`src/rtl/photodiode_pkg.sv`:
```
// Shared state encoding and default sizing for the photodiode scan controller.
package photodiode_pkg;
  localparam int NCH_DEF        = 5;
  localparam int TBITS_DEF      = 12;
  localparam int SHOTS_LOG2_DEF = 4;

  typedef enum logic [1:0] {
    ST_IDLE   = 2'd0,
    ST_SHOT   = 2'd1,
    ST_REPORT = 2'd2
  } state_t;
endpackage

```
`src/rtl/pd_chan_accum.sv`:
```
// One photodiode channel: first-edge capture per shot and delay accumulation.
module pd_chan_accum
  import photodiode_pkg::*;
#(
  parameter int TBITS      = TBITS_DEF,
  parameter int SHOTS_LOG2 = SHOTS_LOG2_DEF
) (
  input  logic             clk,
  input  logic             rst,
  input  logic             i_clear,
  input  logic             i_en,
  input  logic             i_rise,
  input  logic             i_shot_end,
  input  logic [TBITS-1:0] i_timer,
  output logic [TBITS-1:0] o_delay,
  output logic             o_miss
);
  localparam int ABITS = TBITS + SHOTS_LOG2;

  logic             r_hit;
  logic             r_miss;
  logic [TBITS-1:0] r_cap;
  logic [ABITS-1:0] r_acc;
  logic             w_hit_now;
  logic [TBITS-1:0] w_val;

  assign w_hit_now = i_en & i_rise & ~r_hit;
  // At shot end the timer equals period-1, which is both the miss value and
  // the value of an edge landing on the last cycle.
  assign w_val = r_hit ? r_cap : i_timer;

  always_ff @(posedge clk or posedge rst) begin
    if (rst) begin
      r_hit  <= 1'b0;
      r_miss <= 1'b0;
      r_cap  <= '0;
      r_acc  <= '0;
    end else if (i_clear) begin
      r_hit  <= 1'b0;
      r_miss <= 1'b0;
      r_cap  <= '0;
      r_acc  <= '0;
    end else if (i_shot_end) begin
      r_acc <= r_acc + ABITS'(w_val);
      r_hit <= 1'b0;
      if (!r_hit && !w_hit_now) r_miss <= 1'b1;
    end else if (w_hit_now) begin
      r_hit <= 1'b1;
      r_cap <= i_timer;
    end
  end

  assign o_delay = r_acc[ABITS-1:SHOTS_LOG2];
  assign o_miss  = r_miss;
endmodule

```
`src/rtl/photodiode_scan_ctrl.sv`:
```
// Photodiode scan sequencer: fires LED shots, averages per-channel edge delays,
// then streams one result per channel over a valid/ready handshake.
//   state     | meaning
//   ST_IDLE   | waiting for start
//   ST_SHOT   | timer running, LED pulsed, channels capturing edges
//   ST_REPORT | presenting channel results in order
module photodiode_scan_ctrl
  import photodiode_pkg::*;
#(
  parameter int NCH        = NCH_DEF,
  parameter int TBITS      = TBITS_DEF,
  parameter int SHOTS_LOG2 = SHOTS_LOG2_DEF
) (
  input  logic             clk,
  input  logic             rst,
  input  logic [NCH-1:0]   PD,
  input  logic             start,
  input  logic             abort,
  input  logic [TBITS-1:0] cfg_period,
  input  logic [TBITS-1:0] cfg_pulse,
  output logic             led_drive,
  output logic             busy,
  output logic             res_valid,
  input  logic             res_ready,
  output logic [2:0]       res_chan,
  output logic [TBITS-1:0] res_delay,
  output logic             res_miss
);
  state_t                r_state, w_state_nxt;
  logic [TBITS-1:0]      r_timer, r_period_m1, r_pulse;
  logic [SHOTS_LOG2-1:0] r_shot;
  logic [2:0]            r_chan;
  logic                  r_led, w_led_nxt, w_clear;
  logic [NCH-1:0]        r_pd_s1, r_pd_s2, r_pd_d, w_rise;
  logic [TBITS-1:0]      w_period_eff, w_pulse_eff;
  logic                  w_shot_end, w_last_shot, w_last_chan, w_in_shot, w_in_rpt;
  logic [TBITS-1:0]      w_delay [NCH];
  logic [NCH-1:0]        w_miss;
  logic [TBITS-1:0]      w_sel_delay;
  logic                  w_sel_miss;

  assign w_period_eff = (cfg_period < TBITS'(2)) ? TBITS'(2) : cfg_period;
  assign w_pulse_eff  = (cfg_pulse == '0) ? TBITS'(1) :
                        (cfg_pulse >= w_period_eff) ? (w_period_eff - TBITS'(1)) : cfg_pulse;

  assign w_in_shot   = (r_state == ST_SHOT);
  assign w_in_rpt    = (r_state == ST_REPORT);
  assign w_shot_end  = w_in_shot && (r_timer == r_period_m1);
  assign w_last_shot = (r_shot == '1);
  assign w_last_chan = (r_chan == 3'(NCH - 1));
  assign w_rise      = r_pd_s2 & ~r_pd_d;

  always_ff @(posedge clk or posedge rst) begin
    if (rst) begin
      r_state <= ST_IDLE;
      r_led   <= 1'b0;
    end else begin
      r_state <= w_state_nxt;
      r_led   <= w_led_nxt;
    end
  end

  always_comb begin
    w_state_nxt = r_state;
    w_clear     = 1'b0;
    w_led_nxt   = 1'b0;
    if (abort) begin
      w_state_nxt = ST_IDLE;
    end else begin
      case (r_state)
        ST_IDLE: if (start) begin
          w_state_nxt = ST_SHOT;
          w_clear     = 1'b1;
          w_led_nxt   = 1'b1;
        end
        ST_SHOT: if (w_shot_end) begin
          if (w_last_shot) w_state_nxt = ST_REPORT;
          else             w_led_nxt   = 1'b1;
        end else begin
          w_led_nxt = (r_timer + TBITS'(1)) < r_pulse;
        end
        ST_REPORT: if (res_ready && w_last_chan) w_state_nxt = ST_IDLE;
        default: w_state_nxt = ST_IDLE;
      endcase
    end
  end

  always_ff @(posedge clk or posedge rst) begin
    if (rst) begin
      r_timer     <= '0;
      r_shot      <= '0;
      r_period_m1 <= '0;
      r_pulse     <= '0;
    end else if (w_clear) begin
      r_timer     <= '0;
      r_shot      <= '0;
      r_period_m1 <= w_period_eff - TBITS'(1);
      r_pulse     <= w_pulse_eff;
    end else if (w_in_shot) begin
      if (w_shot_end) begin
        r_timer <= '0;
        r_shot  <= r_shot + SHOTS_LOG2'(1);
      end else begin
        r_timer <= r_timer + TBITS'(1);
      end
    end
  end

  always_ff @(posedge clk or posedge rst) begin
    if (rst) begin
      r_pd_s1 <= '0;
      r_pd_s2 <= '0;
      r_pd_d  <= '0;
      r_chan  <= '0;
    end else begin
      r_pd_s1 <= PD;
      r_pd_s2 <= r_pd_s1;
      r_pd_d  <= r_pd_s2;
      if (!w_in_rpt)      r_chan <= '0;
      else if (res_ready) r_chan <= w_last_chan ? 3'd0 : (r_chan + 3'd1);
    end
  end

  for (genvar g = 0; g < NCH; g++) begin : g_chan
    pd_chan_accum #(
      .TBITS      (TBITS),
      .SHOTS_LOG2 (SHOTS_LOG2)
    ) u_chan (
      .clk        (clk),
      .rst        (rst),
      .i_clear    (w_clear),
      .i_en       (w_in_shot),
      .i_rise     (w_rise[g]),
      .i_shot_end (w_shot_end),
      .i_timer    (r_timer),
      .o_delay    (w_delay[g]),
      .o_miss     (w_miss[g])
    );
  end

  always_comb begin
    w_sel_delay = '0;
    w_sel_miss  = 1'b0;
    for (int i = 0; i < NCH; i++) begin
      if (r_chan == 3'(i)) begin
        w_sel_delay = w_delay[i];
        w_sel_miss  = w_miss[i];
      end
    end
  end

  assign led_drive = r_led;
  assign busy      = (r_state != ST_IDLE);
  assign res_valid = w_in_rpt;
  assign res_chan  = w_in_rpt ? r_chan : 3'd0;
  assign res_delay = w_in_rpt ? w_sel_delay : '0;
  assign res_miss  = w_in_rpt & w_sel_miss;
endmodule

```
`config.mk`:
```
export PLATFORM = sky130hd
export DESIGN_NAME = photodiode_scan_ctrl
export DESIGN_NICKNAME = d
export VERILOG_FILES = /design/src/rtl/photodiode_pkg.sv /design/src/rtl/pd_chan_accum.sv /design/src/rtl/photodiode_scan_ctrl.sv
export SDC_FILE = /design/constraint.sdc
export NUM_CORES = 1
export LEC_CHECK = 0
export CAP_MARGIN = 20
export CELL_PAD_IN_SITES_DETAIL_PLACEMENT = 0
export CELL_PAD_IN_SITES_GLOBAL_PLACEMENT = 1
export CORE_AREA = 2 2 181 183
export CTS_CLUSTER_DIAMETER = 60
export CTS_CLUSTER_SIZE = 10
export DETAILED_ROUTE_END_ITERATION = 16
export DIE_AREA = 0 0 183 185
export PLACE_DENSITY = 0.75
export SYNTH_ARGS = -nofsm -noshare
export SYNTH_HDL_FRONTEND = slang
export SYNTH_HIERARCHICAL = 1
export SYNTH_SLANG_ARGS = --single-unit
```
`constraint.sdc`:
```
create_clock -name clk -period 3.7 [get_ports clk]
set_clock_uncertainty 0.2 [all_clocks]
set_input_delay 0.555 -clock clk [delete_from_list [all_inputs] [get_ports clk]]
set_output_delay 0.555 -clock clk [all_outputs]
set_load 0.03 [all_outputs]
```
==> results of run 1 <==
-- layer usage --
| metal | GRT usage (%) | vias up | part of all wire, % |
|---|---|---|---|
| li1 | - | 5606 | - |
| met1 | 32.5 | 5573 | 47 |
| met2 | 37.7 | 285 | 45 |
| met3 | 2.89 | 79 | 4.4 |
| met4 | 8.03 | 0 | 3.4 |
| met5 | 0 | - | 0 |
-- logic make-up after synthesis --
family	after synthesis
mux	109
flops	211
simple gates	534
compound gates	382
buf+inv	175
xor+xnor	68
fa+ha+maj	96
-- layout by cell type (no fill, tap or decap), types with 7 or more instances in the layout --
cell             count
a21oi_1            136
a222oi_1            13
and2_1              12
o311ai_2             8
a21o_1              29
clkbuf_16           31
o2111ai_1           13
nor2_1             126
clkdlybuf4s50_1     39
a31oi_1             11
o21ai_0             55
a21oi_2              8
mux2_2              71
nor2b_1             25
o21ai_1              7
ha_1                88
dfrtp_1            211
a311oi_1             8
a21boi_0             7
or2_2                8
and3_1              21
buf_4               61
inv_1               38
nand4_1             16
mux2i_1             36
nor3_1              27
xor2_1              25
nand3_1             25
nand2_1            210
a211oi_1            10
or3_1               15
o21bai_1             7
xnor2_1             39
-- path summary, 6_finish.rpt --
path | start | end
setup / recovery | r_chan[1] | res_delay[2]
hold / removal | r_pd_s1[1] | r_pd_s2[1]
setup reg to reg | r_timer[0] | g_chan[2].u_chan/r_acc[10]
hold reg to reg | r_pd_s1[1] | r_pd_s2[1]
max in group asynchronous | rst | r_pd_s1[1]
min in group asynchronous | rst | g_chan[2].u_chan/r_cap[2]
-- where the power goes --
group / internal (W) / switching, W / total (W) / leakage, nW
clock network: 0.00181 / 0.00107 / 0.00288 / 0.473
logic: 0.000385 / 0.000498 / 0.000883 / 4.15
registers: 0.00242 / 0.000150 / 0.00257 / 2.86
-- Yosys cell counts, drive strengths merged, types with 5 or more instances --
cell     count
o21a         5
o31ai        6
xnor2       43
nand4       19
a21boi       8
o21bai      11
nor2       127
xor2        25
or3         15
a311oi       8
and2        16
mux2        73
a222oi      13
and3        25
o311ai      16
nand2b       6
o2111ai     13
buf         81
or2          8
a21o        29
nor4         7
mux2i       36
ha          91
dfrtp      211
fa           5
a31oi       12
nor3        31
a21oi      144
clkbuf      53
o21ai       66
nand3       25
nor2b       25
inv         41
a211oi      11
nand2      211
-- worst max-delay path, stage by stage, from the launching register on --
cell	delay, ps
dfrtp_1	410
inv_1	120
ha_2	230
nor3b_1	210
buf_4	240
a222oi_1	110
nor3_1	450
a21oi_1	120
a21oi_1	200
buf_4	190
-- metrics by stage --
stage	cells	setup TNS, ps	util (%)	hold WS, ps
global route	2002	-33.5	50.4	155
floorplan	1575	0	-	131
finish	2002	0	50.4	139
global placement	1954	0	47.3	137
CTS	2002	0	50.3	143
detailed placement	1954	0	47.3	135
-- sequential cells by signal, summed over array words and instances (netlist names) --
signal,count
r_chan,3
r_timer,12
r_pd_d,5
r_pd_s1,5
r_pulse,12
r_shot,4
g_chan.u_chan/r_cap,60
r_pd_s2,5
g_chan.u_chan/o_miss,5
g_chan.u_chan/r_acc,80
g_chan.u_chan/r_hit,5
r_state,2
r_period_m1,12
led_drive,1
-- layout make-up --
| type | count | area [µm²] |
|---|---|---|
| fillers | 3017 | 15900 |
| multi-input cells | 1189 | 8270 |
| flip-flops and latches | 211 | 5280 |
| repair buffers | 105 | 948 |
| clock buffers | 37 | 808 |
| well taps | 408 | 510 |
| clock inverters | 11 | 171 |
| inverters | 41 | 159 |
-- timing repair --
| item | 4_1_cts | 5_1_grt |
|---|---|---|
| pin swaps | 4 | 1 |
| endpoints found under the setup margin | 12 | 12 |
| resized for setup | 3 | 7 |
==> flow_summary.ini, run 1 <==
[clocking]
clockRootBuffer = clkbuf_16
hold_buffers = 0
numCtsBuffers = 30
ctsHtreeMaxLevel = 1
cts_tree = yes
clock_path_buffers = 3
clkLatencyLatePin_ps = 550
clk_pin_slew_ps = 50
cts_setup_buffers = 0
cts.sinks = 211

[synth]
synth_edf_count = 0
synthAdderAreaFrac_pct = 8.56
syn_nets = 1705
synth-xor-area-share_pct = 4.48
synth.distinct_cells = 84
synth_area_leaders = dfrtp_1 36%, ha_1 7.9%, mux2_2 5.5%
synth_area_leader_cell = dfrtp_1
ys.warnings.count = 6
synth_top_area_share_pct = 36.5
syn_area_mm2 = 0.0145
yosys.area_share.simple_pct = 17.6
ys_seq_area_share_pct = 36.5
async_flop_share_pct = 100
synth_top_family_by_area = compound AO/OA/AOI/OAI gates
syn_avg_cell_area_um2 = 9.19
synthMuxAreaShare_pct = 8.17
synth-seq-cells = 211
synth_compound_area_share_pct = 18.1
syn_inst = 1575
synth_flop_cell = dfrtp_1

[placed_design]
port-buffer-count = 52
placed_cell_area_mm2 = 0.0151
post-place-ws_ps = 103
gp_congestion = 0.883
dpl.hpwl_um = 27900

[outcome]
outcome = complete, no violations

[critical_path]
ff2ff_path_depth = 9
path_class = register to output pin
endpoint_kind = output pin
critPathRequiredTime_ps = 2940
critPathLaunchType = register
ff2ff_setup_slack_ps = 320
crit_fanout = 13
arrival_ps = 2810

[drt]
wl_um = 38900
first_pass_iters = 6
vias = 11500
ant_nets = 0
drcViolationCount = 0
drtIter0Drc = 990
wl_per_cell_um = 19.4
routed_via_density = 5.77

[floorplan]
core-area_mm2 = 0.0320
die_h_um = 185
ioPinCount = 53
row_count = 66
die_w_um = 183
start_util_pct = 45.2
dieArea_mm2 = 0.0339

[power]
power_density_mw_per_mm2 = 392
irDropWorstVdd_v = 0.000354
p_leak_nw = 7.48
finalPower_w = 0.00633

[finish]
drive_gt1_share_pct = 16.0
syn2layout_area_growth_pct = 11.6
nets = 1708
final_cell_area_mm2 = 0.0162
diodes = 0

[global_routing]
grt_pass1_vias = 11400
grt_antenna_before_repair = 0
gr-usage-all-layers_pct = 23.4
grt_pass1_wl_um = 62900
grt_max_degree = 59
gr-total-overflow = 0

[worst_hold_path]
holdPathStages = 0
hold_class = register to register

[job]
cap_violations = 0

[sta]
tightest_slew_ps = 789
fin_crit_sh_pct = 96.4
finalSetupViolCount = 0
hold_viol = 0
period_minus_slack_ps = 3570
max_freq_mhz = 280
fin_ws_ps = 135
relSlewSlack_pct = 47.4
maxSlewViolCount = 0
Power figures use the tool's default switching activity.
==> run 2, diff against run 1 <==
--- a/config.mk
+++ b/config.mk
@@ -15,4 +15,5 @@
 export DIE_AREA = 0 0 183 185
 export PLACE_DENSITY = 0.75
+export SKIP_CTS_REPAIR_TIMING = 1
 export SYNTH_ARGS = -nofsm -noshare
 export SYNTH_HDL_FRONTEND = slang
==> constraint.sdc (replaced) <==
create_clock -name clk -period 3.7 [get_ports clk]
set_clock_uncertainty 0.2 [all_clocks]
set_input_delay 0.74 -clock clk [delete_from_list [all_inputs] [get_ports clk]]
set_output_delay 0.74 -clock clk [all_outputs]
set_load 0.03 [all_outputs]
==> run 2 against run 1 <==
Effect of this change: hold slack improved by 8.8 ps; wire length fell by 0.23%; global-route usage is 0.23 points lower; die area is the same; sequential power about the same; total power decreased by 4.5%; sequential cell count did not move; first-iteration DRC count decreased by 12%; count of clock-buffer cells in the layout shrank 1; sequential share of layout area is essentially flat; maximum frequency shrank 2.3%.
==> flow_summary.ini, run 2 (synthesis gave the netlist of run 1 again) <==
[outcome]
outcome = complete, no violations

[drt]
routed_via_density = 5.77
wl_um = 38800
ant_nets = 0
wl_per_cell_um = 19.3
first_pass_iters = 8
vias = 11600
drcViolationCount = 0
drtIter0Drc = 869

[critical_path]
path_class = register to output pin
critPathRequiredTime_ps = 2760
arrival_ps = 2710
critPathLaunchType = register
crit_fanout = 13
endpoint_kind = output pin

[power]
p_leak_nw = 7.51
pwr-share-seq_pct = 42.5
pwr-share-clk_pct = 42.7
p_int_w = 0.00438
power_density_mw_per_mm2 = 374
switchingPower_w = 0.00166
combPwrFrac_pct = 14.8
sw_frac_of_total_pct = 27.5
irDropWorstVdd_v = 0.000319

[clocking]
numCtsBuffers = 28
cts.sinks = 211
clock_path_buffers = 3
clkLatencyLatePin_ps = 540
ctsHtreeMaxLevel = 1
cts_tree = yes
clockRootBuffer = clkbuf_16
clk_pin_slew_ps = 50

[sta]
relSlewSlack_pct = 46.8
finalSetupViolCount = 0
hold_viol = 0
tightest_slew_ps = 797
fin_crit_sh_pct = 98.7
maxSlewViolCount = 0
max_freq_mhz = 274
period_minus_slack_ps = 3650
fin_hold_ws_ps = 148

[finish]
final_cell_area_mm2 = 0.0162
drive_gt1_share_pct = 16.9
instances_no_fill = 2011
largest_register_ffs = 80
diodes = 0
mostFrequentLayoutCells = 211 x dfrtp_1, 210 x nand2_1, 132 x a21oi_1, 126 x nor2_1, 89 x ha_1
nets = 1721
multi_input_area_mm2 = 0.00829
ff_latch_area_mm2 = 0.00528
fill_cells = 3016
syn2layout_area_growth_pct = 11.6
reg_top3 = g_chan.u_chan/r_acc x80, g_chan.u_chan/r_cap x60
largest_register = g_chan.u_chan/r_acc
mostFrequentLayoutCell = dfrtp_1

[global_routing]
grt_pass1_wl_um = 62600
gr-usage-all-layers_pct = 23.1
gr-total-overflow = 0
grt_antenna_before_repair = 0
grt_max_degree = 45
grt_pass1_vias = 11200

[floorplan]
die_w_um = 183
core-area_mm2 = 0.0320
dieArea_mm2 = 0.0339
start_util_pct = 45.2
die_h_um = 185
row_count = 66
ioPinCount = 53

[placed_design]
placed_cell_area_mm2 = 0.0152
port-buffer-count = 52
dpl.cell_count = 1966
dpl.hpwl_um = 28000
gp_congestion = 0.868

[worst_hold_path]
hold_class = register to register

[job]
cap_violations = 0
==> run 2: critical path, cell delays in order, from the launching register on <==
cell and delay (ps):
dfrtp_1 410, inv_2 80, ha_2 200, nor3b_1 140
buf_4 190, a222oi_1 510, nor3_1 150, a21oi_2 190
a21oi_1 100, buf_4 210
==> run 2: cell type report <==
| cell class | count | share of cell area, % |
|---|---|---|
| multi-input combinational | 1189 | 51.3 |
| sequential | 211 | 32.7 |
| timing repair buffer | 120 | 6.51 |
| clock buffer | 36 | 4.96 |
| tap | 408 | 3.16 |
| inverter | 41 | 0.984 |
| clock inverter | 6 | 0.395 |
==> run 2: path summary, 6_finish.rpt <==
| path | from | cells past startpoint | end | slack [ps] |
|---|---|---|---|---|
| max reg2reg | r_timer[0] | 9 | g_chan[0].u_chan/r_acc[10] | 330 |
| max | r_chan[1] | 9 | res_delay[8] | 50 |
| max in group asynchronous | rst | 3 | r_pd_s2[0] | 1920 |
| min | r_pd_s1[1] | 0 | r_pd_s2[1] | 150 |
| min reg2reg | r_pd_s1[1] | 0 | r_pd_s2[1] | 150 |
| min in group asynchronous | rst | 3 | g_chan[2].u_chan/r_acc[6] | 710 |
==> run 2: routing by layer <==
layer  vias up  part of all wire, %  GRT usage (%)
li1       5638                    -              -
met4         0                  1.8           4.51
met3        50                  4.8           2.40
met5         -                    0              0
met1      5624                   47           33.6
met2       284                   47           37.5
==> run 2: per-stage QoR <==
stage	total power (W)	util, %	TNS, ps	setup WS [ps]
after floorplan	0.00318	-	0	514
after global routing	0.00631	50.4	-17.4	-6.68
after detailed placement	0.00351	47.5	0	25.3
final	0.00605	50.4	0	49.8
after global placement	0.00349	47.5	0	84.5
after CTS	0.00611	50.2	-1090	-169
==> run 2: power groups by stage <==
| stage | Combinational (W) | Sequential, W | Clock (W) |
|---|---|---|---|
| after floorplan | 0.000635 | 0.00255 | 0 |
| after global placement | 0.000882 | 0.00261 | 0 |
| after detailed placement | 0.000898 | 0.00261 | 0 |
| after CTS | 0.000902 | 0.00257 | 0.00264 |
| after global routing | 0.000997 | 0.00259 | 0.00273 |
| final | 0.000894 | 0.00257 | 0.00258 |
==> run 3, diff against run 2 <==
- ABC_CLOCK_PERIOD_IN_PS: default -> 3700
==> results of run 3 <==
Same layout as run 2: the final DEF is identical, and so are final timing and power.
